[src/rtl/ula_muldiv.sv]
// Iterative unsigned multiply / divide / remainder unit: one shift-add or
// restoring-division step per clock, fixed WIDTH-cycle latency for every op.
module ula_muldiv #(
    parameter int WIDTH = 32
) (
    input  logic             clock,
    input  logic             reset,
    input  logic             start,
    input  logic [1:0]       op,
    input  logic [WIDTH-1:0] A,
    input  logic [WIDTH-1:0] B,
    output logic [WIDTH-1:0] result,
    output logic             zero,
    output logic             busy,
    output logic             done
);

    localparam int CW = $clog2(WIDTH);
    localparam logic [CW-1:0] LAST = CW'(WIDTH - 1);

    localparam logic [1:0] OP_MUL = 2'b00;
    localparam logic [1:0] OP_DIV = 2'b01;
    localparam logic [1:0] OP_REM = 2'b10;

    typedef enum logic [1:0] {
        S_IDLE = 2'b00,
        S_RUN  = 2'b01,
        S_DONE = 2'b10
    } state_e;

    state_e             state_q, state_d;
    logic [CW-1:0]      count_q, count_d;
    logic [1:0]         op_q, op_d;
    logic [WIDTH-1:0]   result_q, result_d;

    // Multiply datapath: multiplicand shifts left, multiplier shifts right.
    logic [2*WIDTH-1:0] mcand_q, mcand_d;
    logic [2*WIDTH-1:0] prod_q, prod_d;
    logic [WIDTH-1:0]   mplier_q, mplier_d;

    // Divide datapath: dividend bits leave quot_q MSB first while quotient
    // bits enter at the LSB.
    logic [WIDTH-1:0]   quot_q, quot_d;
    logic [WIDTH-1:0]   rem_q, rem_d;
    logic [WIDTH-1:0]   divisor_q, divisor_d;

    logic               accept;
    logic               last_iter;
    logic [2*WIDTH-1:0] prod_step;
    logic [WIDTH:0]     rem_shift;
    logic               rem_ge;
    logic [WIDTH-1:0]   rem_step;
    logic [WIDTH-1:0]   quot_step;

    always_comb begin
        accept    = start && (state_q != S_RUN);
        last_iter = (state_q == S_RUN) && (count_q == LAST);

        prod_step = mplier_q[0] ? (prod_q + mcand_q) : prod_q;

        // Partial remainder is held in WIDTH+1 bits for the compare; after a
        // successful subtract it always fits in WIDTH bits again.
        rem_shift = {rem_q, quot_q[WIDTH-1]};
        rem_ge    = (rem_shift >= {1'b0, divisor_q});
        rem_step  = rem_ge ? (rem_shift[WIDTH-1:0] - divisor_q) : rem_shift[WIDTH-1:0];
        quot_step = {quot_q[WIDTH-2:0], rem_ge};
    end

    always_comb begin
        state_d   = state_q;
        count_d   = count_q;
        op_d      = op_q;
        result_d  = result_q;
        mcand_d   = mcand_q;
        prod_d    = prod_q;
        mplier_d  = mplier_q;
        quot_d    = quot_q;
        rem_d     = rem_q;
        divisor_d = divisor_q;

        case (state_q)
            S_IDLE: begin
                if (accept) state_d = S_RUN;
            end
            S_RUN: begin
                count_d  = count_q + 1'b1;
                prod_d   = prod_step;
                mcand_d  = {mcand_q[2*WIDTH-2:0], 1'b0};
                mplier_d = {1'b0, mplier_q[WIDTH-1:1]};
                quot_d   = quot_step;
                rem_d    = rem_step;
                if (last_iter) begin
                    state_d = S_DONE;
                    case (op_q)
                        OP_MUL:  result_d = prod_step[WIDTH-1:0];
                        OP_DIV:  result_d = quot_step;
                        OP_REM:  result_d = rem_step;
                        default: result_d = '0;
                    endcase
                end
            end
            S_DONE: begin
                state_d = accept ? S_RUN : S_IDLE;
            end
            default: state_d = S_IDLE;
        endcase

        if (accept) begin
            count_d   = '0;
            op_d      = op;
            mcand_d   = {{WIDTH{1'b0}}, A};
            prod_d    = '0;
            mplier_d  = B;
            quot_d    = A;
            rem_d     = '0;
            divisor_d = B;
        end
    end

    always_ff @(posedge clock) begin
        if (reset) begin
            state_q   <= S_IDLE;
            count_q   <= '0;
            op_q      <= 2'b00;
            result_q  <= '0;
            mcand_q   <= '0;
            prod_q    <= '0;
            mplier_q  <= '0;
            quot_q    <= '0;
            rem_q     <= '0;
            divisor_q <= '0;
        end else begin
            state_q   <= state_d;
            count_q   <= count_d;
            op_q      <= op_d;
            result_q  <= result_d;
            mcand_q   <= mcand_d;
            prod_q    <= prod_d;
            mplier_q  <= mplier_d;
            quot_q    <= quot_d;
            rem_q     <= rem_d;
            divisor_q <= divisor_d;
        end
    end

    assign result = result_q;
    assign zero   = (result_q == '0);
    assign busy   = (state_q == S_RUN);
    assign done   = (state_q == S_DONE);

endmodule
[config.mk]
export PLATFORM = sky130hd
export DESIGN_NAME = ula_muldiv
export DESIGN_NICKNAME = d
export VERILOG_FILES = /design/src/rtl/ula_muldiv.sv
export SDC_FILE = /design/constraint.sdc
export NUM_CORES = 1
export LEC_CHECK = 0
export ABC_CLOCK_PERIOD_IN_PS = 3100
export BUFFER_PORTS_ARGS = -buffer_cell sky130_fd_sc_hd__clkbuf_2
export CAP_MARGIN = 20
export CORE_MARGIN = 3
export CORE_UTILIZATION = 51
export DETAILED_ROUTE_END_ITERATION = 16
export PLACE_DENSITY = 0.72
export RECOVER_POWER = 100
export SETUP_SLACK_MARGIN = 0.02
export SLEW_MARGIN = 20
export SYNTH_ARGS = -nofsm -noshare
export SYNTH_HDL_FRONTEND = slang
export SYNTH_SLANG_ARGS = --single-unit
[constraint.sdc]
create_clock -name clock -period 3.1 [get_ports clock]
set_input_delay 0.62 -clock clock [delete_from_list [all_inputs] [get_ports clock]]
set_output_delay 0.62 -clock clock [all_outputs]
set_load 0.005 [all_outputs]
==> summary.md <==
| Metric | Value |
|---|---|
| Status | completed |
| Synth warn | 0 |
| Setup_tns | 0 ns |
| Rel. slew slack | between 40% and 50% |
| FILL cells | 2507 |
| Initial antenna violation count | 0 |
| Pwr dens | 564.9 nW/um^2 |
| Seq pwr share | between 30% and 40% |
| # setup viols final | 0 |
| Min-delay worst type | in2reg |
| Worst IR drop on VDD | 386.7 uV |
| Top-area cell type share of the netlist area | 33.14% |
| Final cell count without fillers | around 2200 |
| # clock sinks | ~230 |
| Worst slew pin tran | 0.8230 ns |
| Gate power share | between 20 and 30% |
| Num CTS Buffers | 27 |
| Clock network fraction of design power | ~35% |
| Die H | 172.1 um |
| Post-synthesis simple-gate area fraction | 18.68% |
| Die Width | ~170 um |
| Mean Syn Cell Area | 7.886 sq um |
| Hold Violations, Final | 0 |
| Post-Synth XOR/XNOR Area | 3.484% |
| CP Capture Type | flip-flop |
| Max-cap violations | 0 |
| Mux cell area share after synthesis | 5.271% |
| Crit path DAT | 3.44 ns |
| Post-synth EDFFs | 0 |
| CTS HTree Levels | 1 |
| Final GP Congestion | 0.9525 |
| Synth Area in Compound Gates | between 20% and 30% |
| Leakage | 6.623 nW |
| Cells after DPL | 2165 |
| Pwr Total | 9.129 mW |
| CTS tree | built |
| DRC | 0 |
| First-pass GRT wire length | around 66000 um |
| Reg clk slew, reported paths | 0.06 ns |
| Cell Area, Synth | between 10000 and 15000 sq um |
| Fraction of power spent switching nets | 32.32% |
| RSZ-0062 raised after global routing | true |
| Synth top area cells | dfxtp_1 33%, a21oi_1 7.3%, a211oi_1 6.0% |
| Main combinational cell family by area after synthesis | compound AO/OA/AOI/OAI gates |
| Dpl hpwl | slightly below 30000 um |
| TritonRoute pass-1 iters | 5 |
| FFs w/ async S/R, synth | 0% |
| Critical Path RT | approximately 3.5 ns |
| Ys flop type | dfxtp_1 |
| Diode count | 0 |
| Area grow syn2layout | 14.80% |
| Die area | about 30000 sq um |
| Core area | 27030 sq um |
| Synth Instances | 1785 |
| IO Pins | between 100 and 150 |
| Crit share post-route | 96.51% |
| Slew Limit Fails | 0 |
| R2R Setup Slk | 0.11 ns |
| Starting Density | 52.08% |
| Cell taking the most area after synthesis | dfxtp_1 |
| Kind of critical path | reg2reg |
| Vias in the first global route | approximately 13000 |
| Vias per inst | 6.103 |
| Core Util, Final | 59.79% |
| Crit path launch type | flip-flop |
| DR vias | 13524 |
| Fmax | roughly 0.33 GHz |
| CTS Root Buffer Type | clkbuf_16 |
| Maximum number of pins on one net before global-route repair | 182 |
| Adder-cell share of the synthesized area | 6.062% |
| Drt wl/cell | 18.96 um |
| Sw Pwr | 2.950 mW |
| Port Buf Inserts | 103 |
| Final WL | 42010 um |
| Clock Latency Late Sink | 0.54 ns |
| Clk_skew | 0.01235 ns |
| Overall Global Routing Usage | 27.34% |
| Yosys cell types | 81 |
| Final min period | 2.992 ns |
| Clk buf depth | 3 |
| Crit Path Max Fanout | 5 |
| Nets | 1996 |
| Sequential share of the synthesized area | 33.14% |
| Number of synthesized register bits | 233 |
| Rows | 60 |
| Fraction of layout cells with a size suffix above 1 | between 10% and 20% |
| CTS hold repair buffers | 0 |
| Worst Hold Margin | 0.3182 ns |
| Most frequent cells in the layout | 230 x dfxtp_1, 219 x nand2_1, 204 x a21oi_1 |
| Int Pwr | 6.179 mW |
| Grt ovf | 0 |
| Final ANT Viol Nets | 0 |
| Starting DRT DRC Count | about 1200 |
| Synth Net Count | 1921 |
| Commonest non-fill, non-tap cell in the layout | dfxtp_1 |
==> layer usage <==
layer / GRT usage (%) / share of wire (%)
met3: 6.241 / 7.6
met5: 0 / 0
met2: 43.39 / 45
met4: 8.053 / 2.8
met1: 37.34 / 45
==> final timing paths <==
path	from	to	cells after the start
setup / recovery	rem_q[13]$_SDFFE_PP0P_	result[7]$_SDFFE_PP0P_	11
hold reg to reg	divisor_q[13]$_SDFFE_PP0P_	divisor_q[13]$_SDFFE_PP0P_	2
setup reg to reg	rem_q[13]$_SDFFE_PP0P_	result[7]$_SDFFE_PP0P_	11
hold / removal	op[0]	op_q[0]$_SDFFE_PP0P_	3
==> final cells by class <==
cell class                 count  area, sq um  area share, %
sequential                   233         4668          28.89
timing repair buffer         173         1109          6.860
multi-input combinational   1370         8889          55.01
clock buffer                  36        739.5          4.576
tap                          341        426.7          2.640
clock inverter                 8        120.1         0.7433
inverter                      55        207.7          1.285
==> sequential cells by signal, summed over array words and instances, names as in the netlist <==
signal and cells:
count_q 5, mcand_q 32, op_q 2, result 32, rem_q 32, state_q 2, prod_q 32, quot_q 32
divisor_q 32, mplier_q 32
==> synth_stat cells (all sizes together) (35+ instances only) <==
cell type and instances:
ha 65, inv 55, a21oi 207, a211oi 119
nor2 196, a21o 36, dfxtp 233, nand2 220
clkbuf 110, nand2b 41, mux2i 64, xnor2 35
o21ai 63
==> per-stage QoR <==
| step | area, sq um | setup WS (ns) |
|---|---|---|
| after CTS | 15940 | 0.02112 |
| after global placement | 15080 | 0.04240 |
| after detailed placement | 15080 | -0.04190 |
| after floorplan | 14080 | 0.2026 |
| final | 16160 | 0.1082 |
| after global routing | 16160 | -0.006334 |
==> power by group through the flow <==
stage	Combinational [mW]	Sequential [mW]	Clock, mW
5_1_grt	2.86	3.36	3.33
2_1_floorplan	1.76	3.34	0
3_3_place_gp	2.40	3.40	0
3_5_place_dp	2.43	3.40	0
6_report	2.63	3.34	3.16
4_1_cts	2.45	3.34	3.20
==> critical path, stage by stage (launching register included) <==
cell      delay (ns)
dfxtp_1         0.44
ha_4            0.25
a21o_1          0.17
a21o_1          0.20
a21o_1          0.19
a31o_4          0.27
a311oi_4        0.36
nor2_4          0.09
buf_12          0.15
mux2i_1         0.19
a221o_1         0.41
a211oi_2        0.18
==> kinds of logic after synthesis <==
group           count (synthesis)
simple gates                  592
compound gates                582
mux                            73
xor+xnor                       56
buf+inv                       182
flops                         233
fa+ha+maj                      67
==> what timing repair did <==
action                                 in CTS  in global routing
resized for setup                           2                 46
setup endpoints to repair                   4                 32
cloned                                      0                  1
pin swaps                                   0                 25
buffers inserted                            0                  6
endpoints found under the hold margin       0                  0
Power figures use the tool's default switching activity.
